**src/rtl/out_port_seg_ctrl.sv**
```systemverilog
// Output-port display controller: converts a written word into two BCD
// digits with a serial restoring divide-by-10, saturating the display at 99.
module out_port_seg_ctrl #(
    parameter int WIDTH = 32
) (
    input  logic             clock,
    input  logic             resetn,
    input  logic             wr_en,
    input  logic [WIDTH-1:0] data_in,
    output logic             busy,
    output logic             pend,
    output logic             done,
    output logic [3:0]       digit_ten,
    output logic [3:0]       digit_one,
    output logic             ovf
);

    localparam int CW = $clog2(WIDTH);

    typedef enum logic [1:0] {
        IDLE,
        DIV,
        LATCH
    } state_t;

    state_t           state_q, state_d;
    logic [WIDTH-1:0] dividend_q, dividend_d;
    logic [WIDTH-1:0] pend_buf_q, pend_buf_d;
    logic [3:0]       rem_q, rem_d;
    logic [CW-1:0]    count_q, count_d;
    logic             pend_q, pend_d;
    logic             done_q, done_d;
    logic [3:0]       ten_q, ten_d;
    logic [3:0]       one_q, one_d;
    logic             ovf_q, ovf_d;

    logic [4:0]       r_shift;
    logic             q_bit;

    // Next-state logic: the dividend register shifts quotient bits in at the LSB, so it holds the quotient once the divide finishes.
    always_comb begin
        state_d    = state_q;
        dividend_d = dividend_q;
        pend_buf_d = pend_buf_q;
        rem_d      = rem_q;
        count_d    = count_q;
        pend_d     = pend_q;
        done_d     = 1'b0;
        ten_d      = ten_q;
        one_d      = one_q;
        ovf_d      = ovf_q;

        r_shift = {rem_q, dividend_q[WIDTH-1]};
        q_bit   = (r_shift >= 5'd10);

        case (state_q)
            IDLE: begin
                if (wr_en) begin
                    dividend_d = data_in;
                    rem_d      = 4'd0;
                    count_d    = '0;
                    state_d    = DIV;
                end
            end
            DIV: begin
                dividend_d = {dividend_q[WIDTH-2:0], q_bit};
                rem_d      = q_bit ? (r_shift[3:0] - 4'd10) : r_shift[3:0];
                count_d    = count_q + CW'(1);
                if (count_q == CW'(WIDTH - 1)) begin
                    state_d = LATCH;
                end
                if (wr_en) begin
                    pend_buf_d = data_in;
                    pend_d     = 1'b1;
                end
            end
            LATCH: begin
                done_d = 1'b1;
                if (dividend_q > WIDTH'(9)) begin
                    ten_d = 4'd9;
                    one_d = 4'd9;
                    ovf_d = 1'b1;
                end else begin
                    ten_d = dividend_q[3:0];
                    one_d = rem_q;
                    ovf_d = 1'b0;
                end
                rem_d   = 4'd0;
                count_d = '0;
                pend_d  = 1'b0;
                if (wr_en) begin
                    dividend_d = data_in;
                    state_d    = DIV;
                end else if (pend_q) begin
                    dividend_d = pend_buf_q;
                    state_d    = DIV;
                end else begin
                    state_d    = IDLE;
                end
            end
            default: begin
                state_d = IDLE;
            end
        endcase
    end

    // State and output registers; reset abandons any conversion in flight.
    always_ff @(posedge clock or negedge resetn) begin
        if (!resetn) begin
            state_q    <= IDLE;
            dividend_q <= '0;
            pend_buf_q <= '0;
            rem_q      <= 4'd0;
            count_q    <= '0;
            pend_q     <= 1'b0;
            done_q     <= 1'b0;
            ten_q      <= 4'd0;
            one_q      <= 4'd0;
            ovf_q      <= 1'b0;
        end else begin
            state_q    <= state_d;
            dividend_q <= dividend_d;
            pend_buf_q <= pend_buf_d;
            rem_q      <= rem_d;
            count_q    <= count_d;
            pend_q     <= pend_d;
            done_q     <= done_d;
            ten_q      <= ten_d;
            one_q      <= one_d;
            ovf_q      <= ovf_d;
        end
    end

    assign busy      = (state_q != IDLE);
    assign pend      = pend_q;
    assign done      = done_q;
    assign digit_ten = ten_q;
    assign digit_one = one_q;
    assign ovf       = ovf_q;

endmodule

```
**config.mk**
```make
export PLATFORM = sky130hd
export DESIGN_NAME = out_port_seg_ctrl
export DESIGN_NICKNAME = d
export VERILOG_FILES = /design/src/rtl/out_port_seg_ctrl.sv
export SDC_FILE = /design/constraint.sdc
export NUM_CORES = 1
export LEC_CHECK = 0
export ABC_CLOCK_PERIOD_IN_PS = 2300
export CAP_MARGIN = 30
export CORE_ASPECT_RATIO = 1.75
export CORE_MARGIN = 5
export CORE_UTILIZATION = 45
export CTS_CLUSTER_DIAMETER = 40
export CTS_CLUSTER_SIZE = 12
export DETAILED_ROUTE_END_ITERATION = 10
export PLACE_DENSITY = 0.66
export SYNTH_ARGS = -nofsm -noshare
export SYNTH_HDL_FRONTEND = slang
export SYNTH_SLANG_ARGS = --single-unit
```
**constraint.sdc**
```tcl
create_clock -name clock -period 2.3 [get_ports clock]
set_clock_uncertainty 0.05 [all_clocks]
set_input_delay 0.46 -clock clock [delete_from_list [all_inputs] [get_ports clock]]
set_output_delay 0.46 -clock clock [all_outputs]
set_load 0.05 [all_outputs]
```
==> results.md, run 1 <==
- Outcome: complete, no violations
- Drt pass-1 iters: 4
- Power per cell area: 727 mW/mm^2
- CP Capture Type: output pin
- Sequential share of the synthesized area: 51.0%
- Post-synth net total: 419
- P&R area growth vs syn: 21.8%
- Max Cap Viol: 0
- Synth Instances: 377
- Startpoint types: register
- CORE AREA: between 0.009 and 0.01 mm^2
- Worst-Margin Slew: 0.545 ns
- DP Wirelength: 6.66 mm
- CTS tree: built
- Sequential group share of total power: 49.3%
- Syn avg cell area: 11.2 um^2
- Dpl cells: roughly 530
- Crit-path leading delay family: buffers and inverters
- CTS H-tree lvls: 3
- Post-CTS Hold Buffers: 0
- Worst setup margin: 0.277 ns
- CP bufs+invs: 1
- Hold Path Class: in2async
- Fill cells: 850
- Tcrit/Tclk final: 88.0%
- Max-slew headroom: between 60% and 70%
- Share of layout cells above drive strength 1: 24.4%
- Post-synth cell types: 36
- Final hold violation count: 0
- CP Data Required Time: 1.79 ns
- DRT Wirelength: roughly 9.4 mm
- Postcts setup bufs: 0
- Antenna diode count: 0
- DR vias: just over 3000
- Switching Power: 0.921 mW
- Cell Count, Final, Fillers Out: 547
- Die Y: 138 um
- Crit path DAT: 1.51 ns
- Core Util, Final: between 50% and 60%
- Cell leakage power: approximately 2.2 nW
- Ports: between 40 and 50
- Slowest stage delay, CP: 0.81 ns
- Port Buf Inserts: 46
- Fin Hold WS: 0.0675 ns
- Setup TNS: 0 ns
- Clk slew on worst S/H paths: 0.06 ns
- 1st-iter DRT viols: 195
- Clk Latency, worst-skew pair: 0.33 ns
- Comb pwr share: between 10% and 20%
- Placed cell area: 0.00487 mm^2
- GRT overflow: 0
- Setup CP Type: reg2out
- Fin area: 0.00514 mm^2
- Worst-path fanout max: 2
- Dpl ws: between 0.1 and 0.15 ns
- Clock share of power: 35.5%
- Sw Ratio: ~25%
- Vias in the first global route: roughly 3200
- Register Area: 0.00215 mm^2
- Drc violations: 0
- Total global-route track usage: 16.7%
- Cts repair resizes: 0
- WL/cell: around 17 um
- Min Tclk post-route: 2.02 ns
- Layout net count: roughly 470
- Yosys Warn Count: 0
- Int Pwr: 2.82 mW
- Site Rows: 46
- Final setup viols: 0
- Worst path slowest cell: clkdlybuf4s50_1
- Longest Clk Path Bufs: 2
- Slew Viols, Final: 0
- RSZ-0062 raised after global routing: no
- First-pass GRT wire length: 15.6 mm
- Synth Cell Area: 0.00422 mm^2
- Initial Util: between 40% and 50%
- Via density: 5.62
- Initial antenna violation count: 0
- Post-DRT Antenna Nets: 0
- TritonCTS Buffers: 9
- Footprint of the multi-input gates: 0.00186 mm^2
- Pin count of the biggest net entering global routing: 42
- Die area: between 0.01 and 0.015 mm^2
- Sinks on Clock Net: 86
- Total power: 3.74 mW
- Worst VDD drop: about 0.53 mV
- Final GP Congestion: 0.809
- Flops & latches, synth: 86
- Root buf cell: clkbuf_16
- Fmax: between 0.4 and 0.5 GHz
- DIE WIDTH: 83.2 um
- CP Cell Sequence: clkdlybuf4s50_1
## synth_stat cells (all sizes together)
master	number	area, um^2
a2bb2oi	1	8.76
buf	18	130
nand2b	3	18.8
nand3	1	5.00
nor2	39	146
o21a	1	7.51
nor3	5	25.0
mux2i	1	10.0
o41ai	1	8.76
a22oi	31	233
nor2b	7	46.3
ha	7	87.6
a211oi	1	20.0
and3	1	6.26
dfrtp	86	2150
or2	1	6.26
nand4	2	12.5
a31oi	2	12.5
clkbuf	12	45.0
nor4	8	50.1
o21ai	12	60.1
o22ai	1	6.26
and4bb	1	12.5
o31ai	1	7.51
nand2	16	60.1
inv	9	33.8
a22o	33	289
a21oi	37	290
a31o	4	35.0
mux2	34	383
a21o	1	7.51
## cells in the final DEF, fill, tap and decap left out, types with 3 or more instances in the layout
cell,count
ha_1,7
buf_4,15
clkbuf_16,9
clkbuf_1,3
nor2_1,39
nor4_1,8
a21oi_2,28
inv_1,9
a22oi_1,31
buf_12,6
mux2_2,34
nand2_1,16
nor3_1,5
a22o_1,33
nor2b_1,5
o21ai_0,12
clkdlybuf4s50_1,44
dfrtp_1,86
a31o_2,4
nand2b_1,3
a21oi_1,9
## logic make-up (layout without fill, tap and decap cells)
group	count (synthesis)	after routing	share of synthesized area, %
multiplexers	35	35	9.32
flip-flops	86	86	51.0
AO/OA/AOI/OAI	126	126	23.4
adder cells (fa/ha/maj)	7	7	2.08
AND/OR/NAND/NOR	84	84	9.23
buffers and inverters	39	89	4.96
## final timing paths
check | start | to | slack, ns | cells past startpoint
max in group asynchronous | resetn | dividend_q[5]$_DFFE_PN0P_ | 1.52 | 2
hold reg to reg | count_q[4]$_DFFE_PN0P_ | count_q[4]$_DFFE_PN0P_ | 0.44 | 2
setup reg to reg | dividend_q[27]$_DFFE_PN0P_ | digit_ten[2]$_DFFE_PN0P_ | 0.35 | 5
min in group clock | count_q[4]$_DFFE_PN0P_ | count_q[4]$_DFFE_PN0P_ | 0.44 | 2
setup / recovery | digit_ten[0]$_DFFE_PN0P_ | digit_ten[0] | 0.28 | 1
hold / removal | resetn | digit_one[2]$_DFFE_PN0P_ | 0.07 | 1
## layout make-up
type / count / area share [%]
clock buffer: 14 / 5.14
clock inverter: 1 / 0.0974
inverter: 9 / 0.658
multi-input combinational: 252 / 36.2
sequential: 86 / 41.9
tap: 120 / 2.92
timing repair buffer: 65 / 13.1
## state kept, by name, summed over array words and instances (netlist names)
| signal | flops |
|---|---|
| digit_ten | 4 |
| digit_one | 4 |
| count_q | 5 |
| ovf | 1 |
| state_q | 2 |
| done | 1 |
| pend_buf_q | 32 |
| dividend_q | 32 |
| pend | 1 |
| rem_q | 4 |
## power groups by stage
stage / Clock [mW] / Sequential, mW / Combinational [mW]
5_1_grt: 1.41 / 1.87 / 0.636
4_1_cts: 1.36 / 1.84 / 0.583
6_report: 1.33 / 1.84 / 0.570
3_3_place_gp: 0 / 1.87 / 0.561
2_1_floorplan: 0 / 1.81 / 0.413
3_5_place_dp: 0 / 1.87 / 0.577
## routing by layer
layer / vias to the layer above / global-route usage [%] / wire (um)
met4: 0 / 8.01 / 248
met5: - / 0 / 0
li1: 1477 / - / -
met1: 1518 / 19.0 / 3730
met3: 18 / 3.63 / 353
met2: 60 / 29.5 / 5020
Power figures use the tool's default switching activity.
==> inputs of run 2 (changes only) <==
--- a/config.mk
+++ b/config.mk
@@ -6,7 +6,6 @@
 export NUM_CORES = 1
 export LEC_CHECK = 0
 export ABC_CLOCK_PERIOD_IN_PS = 2300
-export CAP_MARGIN = 30
 export CORE_ASPECT_RATIO = 1.75
 export CORE_MARGIN = 5
 export CORE_UTILIZATION = 45
==> results of run 2 <==
Final layout, timing and power as in run 1 (identical DEF).
==> inputs of run 3 (changes only) <==
--- a/config.mk
+++ b/config.mk
@@ -6,13 +6,14 @@
 export NUM_CORES = 1
 export LEC_CHECK = 0
 export ABC_CLOCK_PERIOD_IN_PS = 2300
+export CAP_MARGIN = 40
 export CORE_ASPECT_RATIO = 1.75
 export CORE_MARGIN = 5
-export CORE_UTILIZATION = 45
+export CORE_UTILIZATION = 30
+export CTS_BUF_LIST = sky130_fd_sc_hd__clkbuf_16
 export CTS_CLUSTER_DIAMETER = 40
 export CTS_CLUSTER_SIZE = 12
 export DETAILED_ROUTE_END_ITERATION = 10
-export PLACE_DENSITY = 0.66
 export SYNTH_ARGS = -nofsm -noshare
 export SYNTH_HDL_FRONTEND = slang
 export SYNTH_SLANG_ARGS = --single-unit
==> run 3 against run 2 <==
- sequential share of layout area shrank 0.57 points
- non-clock buffer count grew 1
- register-to-register slack gained 0.02 ns
- critical endpoint is now pend
==> results.md, run 3 (synthesized netlist as in run 1, its figures left out) <==
- Setup TNS: 0 ns (unchanged)
- Via density: 5.12 (-8.9%)
- Initial Util: 30.5% (-16 points)
- CP bufs+invs: 1 (unchanged)
- Worst-Margin Slew: 0.640 ns (+0.0945 ns)
- Pin count of the biggest net entering global routing: 39 (-7.1%)
- Most common cell after layout, fill and taps aside: dfrtp_1
- Cts repair resizes: 0 (unchanged)
- CP Cell Sequence: clkdlybuf4s50_1
- Slew Viols, Final: 0 (unchanged)
- Site Rows: 57 (+24%)
- Startpoint types: register
- WL/cell: 16.8 um (-1.7%)
- Root buf cell: clkbuf_16
- CTS tree: built
- Longest Clk Path Bufs: 2 (unchanged)
- Hold Path Class: in2async
- Layout net count: 466 (+0.22%)
- Cell leakage power: 2.23 nW (-0.49%)
- Tcrit/Tclk final: 88.4% (+0.44 points)
- Comb pwr share: 15.5% (+0.2 points)
- Final hold violation count: 0 (unchanged)
- Placed cell area: 0.00493 mm^2 (+1.4%)
- RSZ-0062 raised after global routing: no
- P&R area growth vs syn: 23.5%
- Final GP Congestion: 0.808 (-0.12%)
- Power per cell area: 727 mW/mm^2 (-0.12%)
- GRT overflow: 0 (unchanged)
- Port Buf Inserts: 46 (unchanged)
- Fin Hold WS: 0.0294 ns (-0.0381 ns)
- Drc violations: 0 (unchanged)
- Crit-path leading delay family: buffers and inverters
- Max-slew headroom: 57.0% (-6.7 points)
- Fill cells: 1398 (+64%)
- Int Pwr: 2.76 mW (-1.9%)
- Clk slew on worst S/H paths: 0.07 ns (about the same)
- Vias in the first global route: 3361 (+6.6%)
- Worst path slowest cell: clkdlybuf4s50_1
- Fmax: 0.492 GHz (-0.50%)
- Die area: 0.0166 mm^2 (+45%)
- CP Capture Type: output pin
- Sinks on Clock Net: 86 (unchanged)
- Total global-route track usage: 12.9% (-3.8 points)
- Worst VDD drop: 0.356 mV (-33%)
- Die Y: 167 um (+21%)
- Worst-path fanout max: 3 (+1)
- Post-DRT Antenna Nets: 0 (unchanged)
- CTS H-tree lvls: 3 (unchanged)
- Max Cap Viol: 0 (unchanged)
- Ports: 47 (unchanged)
- DR vias: 3102 (+0.94%)
- DRT Wirelength: 10.2 mm (+8.9%)
- Biggest regs: dividend_q (32), pend_buf_q (32), count_q (5)
- CORE AREA: 0.0138 mm^2 (+52%)
- TritonCTS Buffers: 9 (unchanged)
- DIE WIDTH: 99.6 um (+20%)
- Most frequent cells in the layout: dfrtp_1 (86), clkdlybuf4s50_1 (44), nor2_1 (39)
- Sequential group share of total power: 48.8% (-0.5 points)
- Min Tclk post-route: 2.03 ns (+0.0102 ns)
- Total power: 3.78 mW (+1.3%)
- Postcts setup bufs: 0 (unchanged)
- Switching Power: 1.02 mW (+11%)
- Setup CP Type: reg2out
- Slowest stage delay, CP: 0.81 ns (about the same)
- Clock share of power: 35.7% (+0.2 points)
- Antenna diode count: 0 (unchanged)
- Outcome: complete, no violations
- Share of layout cells above drive strength 1: 25.2% (+0.82 points)
- Crit path DAT: 1.52 ns (about the same)
- First-pass GRT wire length: 16.9 mm (+8.7%)
- Initial antenna violation count: 0 (unchanged)
- Sw Ratio: 27.0% (+2.4 points)
- 1st-iter DRT viols: 141 (-28%)
- Drt pass-1 iters: 4 (unchanged)
- Clk Latency, worst-skew pair: 0.35 ns (+0.02 ns)
- DP Wirelength: 7.26 mm (+8.9%)
- Fin area: 0.00521 mm^2 (+1.4%)
- Post-CTS Hold Buffers: 0 (unchanged)
- CP Data Required Time: 1.79 ns (about the same)
- Final setup viols: 0 (unchanged)
-- run 3: cell types whose count changed in the layout (fill, tap and decap cells not counted), moves of 2 or more --
| cell | change |
|---|---|
| clkbuf_1 | -3 |
| clkinvlp_4 | +3 |
| clkbuf_8 | -2 |
| buf_4 | +2 |
-- run 3: final cells by class --
cell class	instances	area (um^2)	share of cell area, %
multi-input cells	252	1860	35.7
well taps	177	221	4.25
clock inverters	7	48.8	0.937
flip-flops and latches	86	2150	41.3
inverters	9	33.8	0.649
repair buffers	66	668	12.8
clock buffers	9	225	4.32
-- run 3: final timing paths --
| check | slack, ns | endpoint | start | cells after the start |
|---|---|---|---|---|
| setup / recovery | 0.27 | pend | pend$_DFFE_PN0P_ | 1 |
| max in group asynchronous | 1.57 | state_q[1]$_DFFE_PN0P_ | resetn | 2 |
| hold / removal | 0.03 | pend_buf_q[10]$_DFFE_PN0P_ | resetn | 1 |
| min in group clock | 0.46 | pend_buf_q[15]$_DFFE_PN0P_ | pend_buf_q[15]$_DFFE_PN0P_ | 1 |
| hold reg to reg | 0.46 | pend_buf_q[15]$_DFFE_PN0P_ | pend_buf_q[15]$_DFFE_PN0P_ | 1 |
| setup reg to reg | 0.37 | digit_ten[2]$_DFFE_PN0P_ | dividend_q[27]$_DFFE_PN0P_ | 6 |
-- run 3: routing by layer --
metal	GRT usage [%]	wire (um)	vias to the layer above
li1	-	-	1483
met1	14.4	4010	1525
met2	21.9	5410	71
met3	2.85	341	23
met4	8.32	437	0
met5	0	0	-
-- run 3: stage by stage --
step	worst slack, ns	cells	util (%)
after floorplan	0.414	377	-
after global placement	0.240	590	35.7
after detailed placement	0.174	590	35.7
after CTS	0.247	606	37.6
after global routing	0.222	606	37.6
final	0.266	606	37.6
-- run 3: power by group through the flow --
stage | Sequential [mW] | Clock (mW) | Combinational [mW]
2_1_floorplan | 1.81 | 0 | 0.413
3_3_place_gp | 1.86 | 0 | 0.573
3_5_place_dp | 1.87 | 0 | 0.589
4_1_cts | 1.85 | 1.39 | 0.595
5_1_grt | 1.87 | 1.46 | 0.639
6_report | 1.85 | 1.35 | 0.586
